==> config.mk <==
export PLATFORM = sky130hd
export DESIGN_NAME = hazard_unit
export DESIGN_NICKNAME = d
export VERILOG_FILES = /design/src/rtl/hazard_unit.sv
export SDC_FILE = /design/constraint.sdc
export NUM_CORES = 1
export LEC_CHECK = 0
export ABC_AREA = 1
export CORE_ASPECT_RATIO = 0.9
export CORE_MARGIN = 2
export CORE_UTILIZATION = 31
export CTS_BUF_LIST = sky130_fd_sc_hd__clkbuf_4 sky130_fd_sc_hd__clkbuf_8 sky130_fd_sc_hd__clkbuf_16
export DETAILED_ROUTE_END_ITERATION = 10
export PLACE_DENSITY = 0.8
export SLEW_MARGIN = 25
export SYNTH_ARGS = -nofsm -noshare
export SYNTH_HDL_FRONTEND = slang
export SYNTH_SLANG_ARGS = --single-unit
==> constraint.sdc <==
create_clock -name clk -period 1.38 [get_ports clk]
set_input_delay 0.138 -clock clk [delete_from_list [all_inputs] [get_ports clk]]
set_output_delay 0.138 -clock clk [all_outputs]
set_load 0.1 [all_outputs]
==> src/rtl/hazard_unit.sv <==
// -----------------------------------------------------------------------------
// hazard_unit
//
// Hazard detection and resolution for a 5-stage in-order pipeline with a
// multi-cycle mul/div unit in Execute.
//
// The unit does three jobs:
//   * Operand forwarding into Execute from Memory or Writeback.
//   * Load-use stalls, and flushes on a taken branch or jump.
//   * A two-state FSM that holds the front of the pipe while a mul/div op
//     occupies EX for DIV_CYCLES cycles.
//
// Parameters
//   DIV_CYCLES    cycles a mul/div op spends in EX (2..16)
//
// Ports
//   clk           pipeline clock, rising edge
//   rst_n         asynchronous active-low reset
//   Rs1D, Rs2D    source registers of the instruction in Decode
//   Rs1E, Rs2E    source registers of the instruction in Execute
//   RdE/RdM/RdW   destination registers in Execute/Memory/Writeback
//   RegWriteM/W   destination write enables in Memory/Writeback
//   MemReadE      instruction in Execute is a load
//   PCSrcE        taken branch/jump resolved in Execute
//   MulDivStartE  instruction in Execute is a multi-cycle mul/div op
//   ForwardAE/BE  operand select: 00 regfile, 01 ResultW, 10 ALUResultM
//   StallF/D/E    hold PC, IF/ID, ID/EX
//   FlushD/E      clear IF/ID, ID/EX to a bubble
//   MulDivDone    final EX cycle of a multi-cycle op
// -----------------------------------------------------------------------------
module hazard_unit #(
    parameter int DIV_CYCLES = 4
) (
    input  logic       clk,
    input  logic       rst_n,
    input  logic [4:0] Rs1D,
    input  logic [4:0] Rs2D,
    input  logic [4:0] Rs1E,
    input  logic [4:0] Rs2E,
    input  logic [4:0] RdE,
    input  logic [4:0] RdM,
    input  logic [4:0] RdW,
    input  logic       RegWriteM,
    input  logic       RegWriteW,
    input  logic       MemReadE,
    input  logic       PCSrcE,
    input  logic       MulDivStartE,
    output logic [1:0] ForwardAE,
    output logic [1:0] ForwardBE,
    output logic       StallF,
    output logic       StallD,
    output logic       StallE,
    output logic       FlushD,
    output logic       FlushE,
    output logic       MulDivDone
);

    typedef enum logic {
        IDLE = 1'b0,
        BUSY = 1'b1
    } state_t;

    localparam logic [1:0] FWD_RF  = 2'b00;
    localparam logic [1:0] FWD_WB  = 2'b01;
    localparam logic [1:0] FWD_MEM = 2'b10;

    // The first EX cycle is spent in IDLE, and the last is the Count==0
    // cycle in BUSY. That leaves DIV_CYCLES-2 decrements in between.
    localparam logic [3:0] COUNT_LOAD = 4'(DIV_CYCLES - 2);

    state_t     state;
    state_t     state_next;
    logic [3:0] count;
    logic [3:0] count_next;
    logic       md_stall;
    logic       load_use;
    logic       lu_stall;

    // Forwarding: Memory holds the younger result, so it takes priority.
    function automatic logic [1:0] fwd_sel(input logic [4:0] rs);
        if (RegWriteM && (RdM != 5'd0) && (RdM == rs)) begin
            return FWD_MEM;
        end else if (RegWriteW && (RdW != 5'd0) && (RdW == rs)) begin
            return FWD_WB;
        end else begin
            return FWD_RF;
        end
    endfunction

    assign ForwardAE = fwd_sel(Rs1E);
    assign ForwardBE = fwd_sel(Rs2E);

    assign load_use = MemReadE && (RdE != 5'd0) && ((RdE == Rs1D) || (RdE == Rs2D));
    // When a branch is taken, the Decode instruction is killed, so there is
    // nothing left to protect.
    assign lu_stall = load_use && !PCSrcE;

    // NOTE: sequential state uses non-blocking assignments. Every reader then
    // sees the pre-edge value, whatever the order of the processes.
    always_ff @(posedge clk or negedge rst_n) begin
        if (!rst_n) begin
            state <= IDLE;
            count <= 4'd0;
        end else begin
            state <= state_next;
            count <= count_next;
        end
    end

    // NOTE: every output of this block gets a default first. Without that, a
    // branch that leaves one unassigned would infer a latch.
    always_comb begin
        state_next = state;
        count_next = 4'd0;
        md_stall   = 1'b0;
        MulDivDone = 1'b0;
        unique case (state)
            IDLE: begin
                if (MulDivStartE) begin
                    md_stall   = 1'b1;
                    state_next = BUSY;
                    count_next = COUNT_LOAD;
                end
            end
            BUSY: begin
                if (count != 4'd0) begin
                    md_stall   = 1'b1;
                    count_next = count - 4'd1;
                end else begin
                    // Final EX cycle. A start seen here belongs to this op,
                    // so it is ignored. A back-to-back op starts from IDLE
                    // on the next cycle.
                    MulDivDone = 1'b1;
                    state_next = IDLE;
                end
            end
            default: begin
                state_next = IDLE;
            end
        endcase
        // The state is already IDLE during reset, but a start input must not
        // raise a stall while the pipeline is being reset.
        if (!rst_n) begin
            md_stall = 1'b0;
        end
    end

    assign StallF = lu_stall || md_stall;
    assign StallD = lu_stall || md_stall;
    assign StallE = md_stall;

    assign FlushD = PCSrcE;
    // A held ID/EX register contains the live mul/div op, so it is never
    // bubbled.
    assign FlushE = (lu_stall || PCSrcE) && !md_stall;

endmodule

==> results.py <==
metrics = {
    "worst_hold_path": {
        "hold_path_class": "input pin to asynchronous set/reset pin",
    },
    "logic_synthesis": {
        "netlist_area_sq_um": 739,
        "synth_nets": 162,
        "yosysMostFrequentCell": "nand2_1",
        "seq_area_frac_synth_pct": 16.9,
        "synth_top_cells_by_area": "dfrtp_1 (17%), xnor2_1 (17%), nand2_1 (14%)",
        "ys_ff_latch": 5,
        "yosys_warnings": 0,
        "yosys.area.top_type": "dfrtp_1",
        "yosys-top-cells-count": "nand2_1 (27), inv_1 (22), nor2_1 (16)",
        "async_reset_ff_share_pct": 100,
        "ys_types": 20,
        "syn_inst": 120,
        "yosysTopAreaCellShare_pct": 16.9,
        "ys.flop_type": "dfrtp_1",
        "synth_edf_count": 0,
        "syn_area_per_cell_sq_um": 6.16,
    },
    "floorplan": {
        "start_util_pct": 33.3,
        "core_sq_um": 2220,
        "die_area_sq_um": 2790,
        "die_y_microns": 50.3,
        "io_pins": 52,
        "fp.dieW_microns": 55.5,
        "num_rows": 16,
    },
    "sta": {
        "rsz0062_at_grt": "true",
        "fin_crit_ps": 1770,
        "max_freq_ghz": 0.564,
        "setup_violations": 5,
        "fin_crit_sh_pct": 128,
        "finalClockSkew_ps": 6.85,
        "fin_ws_ps": -393,
        "slew_viol_final": 0,
        "hold_viol": 0,
        "worstMarginPinSlew_ps": 266,
        "slew_headroom_pct": 82.2,
        "holdWs_ps": 189,
    },
    "layout": {
        "n_fill_cell": 163,
        "layout.nets": 234,
        "multi_input_area_sq_um": 689,
        "fin_area_sq_um": 1640,
        "regArea_sq_um": 125,
        "area_delta_synth_final_pct": 122,
        "drive_gt1_share_pct": 39.3,
        "antenna_cells": 0,
    },
    "drt": {
        "antenna_left": 0,
        "drtIter0Drc": 31,
        "drc": 0,
        "dr_total_vias": 1012,
        "firstDrtPassIters": 4,
        "avgRoutedWirePerCell_microns": 12.4,
        "routed_via_density": 4.64,
        "routed_wl_mm": 2.71,
    },
    "run_status": {
        "outcome": "complete, but fails checks",
        "violations": "setup timing",
    },
    "placement": {
        "place.port_buffers": 51,
        "dpl.hpwl_mm": 2.24,
        "place_congestion": 0.902,
        "placed_area_sq_um": 1580,
    },
    "worst_setup_path": {
        "start_kind": "register",
        "cp.arrival_ps": 1630,
        "setup.worst_path.class": "register to primary output",
        "endpoint_kind": "primary output",
        "required_ps": 1240,
        "cp_max_fo": 3,
        "reg2reg_depth": 7,
    },
    "cts": {
        "clock-sinks": 5,
        "cts_made_buffers": 3,
        "cts-root-buf": "clkbuf_4",
        "insertion_delay_ps": 250,
        "tritoncts": "built",
        "htreeDepth": 1,
        "clk_transition_reported_paths_ps": 50,
        "ctsHoldBuffers": 0,
        "clock_path_buffers": 2,
    },
    "pwr": {
        "leakage_nw": 0.861,
        "power.density_nw_per_um2": 1290,
        "worst_ir_drop_vdd_mv": 1.58,
    },
    "global_routing": {
        "grt_overflow": 0,
        "grt_first_pass_wirelength_mm": 4.54,
        "grt_max_degree": 6,
        "grt_pass1_vias": 1083,
        "antenna_found_initial": 0,
        "track_usage_pct": 20.7,
    },
    "run": {
        "maxCapViolCount": 0,
    },
}
-- final timing paths --
| path | from | endpoint | slack (ps) |
|---|---|---|---|
| worst max-delay path | count[1] | FlushE | -390 |
| worst min-delay path | rst_n | count[1] | 190 |
| worst max register to register | count[1] | count[2] | 70 |
| worst min register to register | count[0] | count[0] | 520 |
| max in group asynchronous | rst_n | count[3] | 1080 |
| min in group clk | count[0] | count[0] | 520 |
-- timing repair --
action                     4_1_cts  5_1_grt
gates resized for setup         52       33
setup buffers                    3        3
setup endpoints to repair        9        9
hold endpoints to repair         0        0
pin swaps                       12       21
-- routing by layer --
| metal | GRT usage, % | vias up | part of all wire [%] |
|---|---|---|---|
| met5 | 0 | - | 0 |
| met1 | 22.4 | 466 | 39 |
| li1 | - | 508 | - |
| met4 | 6.91 | 0 | 1.9 |
| met2 | 40.3 | 32 | 55 |
| met3 | 3.61 | 6 | 4.3 |
-- cells in the final DEF, fill, tap and decap left out, types with 2 or more instances in the layout --
master,count
dlymetal6s2s_1,4
clkbuf_2,10
nand2_2,2
xor2_1,7
nand4_1,5
a21oi_1,2
inv_1,21
xor2_2,2
buf_4,15
nand3_1,2
buf_12,10
xnor2_2,8
clkdlybuf4s50_1,14
dlygate4sd2_1,6
nor3_1,2
nand2_1,26
nor2_1,12
o21ai_4,3
buf_2,6
xnor2_1,6
nor2_4,5
buf_6,3
clkbuf_4,4
nor3_4,2
dfrtp_1,5
-- power by group --
part	total [mW]	leakage, nW	internal (mW)	switching, mW
combinational	1.68	0.779	0.755	0.924
clock	0.198	0.0184	0.129	0.0683
sequential	0.237	0.0629	0.201	0.0367
total	2.11	0.861	1.09	1.03
-- metrics by stage --
stage / power, mW / std cells / TNS [ps] / utilization, % / worst slack, ps
after global placement: 1.70 / 210 / -2480 / 71.0 / -368
after floorplan: 1.14 / 120 / -2860 / - / -636
final: 2.11 / 218 / -1900 / 73.8 / -393
after detailed placement: 1.73 / 210 / -3080 / 71.0 / -499
after global routing: 2.23 / 218 / -2310 / 73.8 / -479
after CTS: 2.03 / 216 / -1790 / 73.5 / -389
-- area by class of cell --
type / count / area share [%]
multi-input combinational: 91 / 42.0
timing repair buffer: 69 / 41.4
sequential: 5 / 7.63
inverter: 22 / 5.03
tap: 27 / 2.06
clock buffer: 4 / 1.83
-- worst max-delay path: stages (launching register included) --
cell     delay [ps]
dfrtp_1         370
or2_4           260
nor2_4          100
nand2_2          90
o21ai_4         170
nor2_4           70
a21oi_4         130
buf_12          180
-- cells by family (layout without fill, tap and decap cells) --
kind of cell	after synthesis	in the layout	share of synthesized area (%)
buf+inv	24	95	13.2
flops	5	5	16.9
xor+xnor	23	23	27.2
simple gates	59	59	35.2
compound gates	9	9	7.44
-- sequential cells by signal (all words and copies together) (netlist names) --
name,flops
count,4
state,1
(Power assumes the default switching activity.)
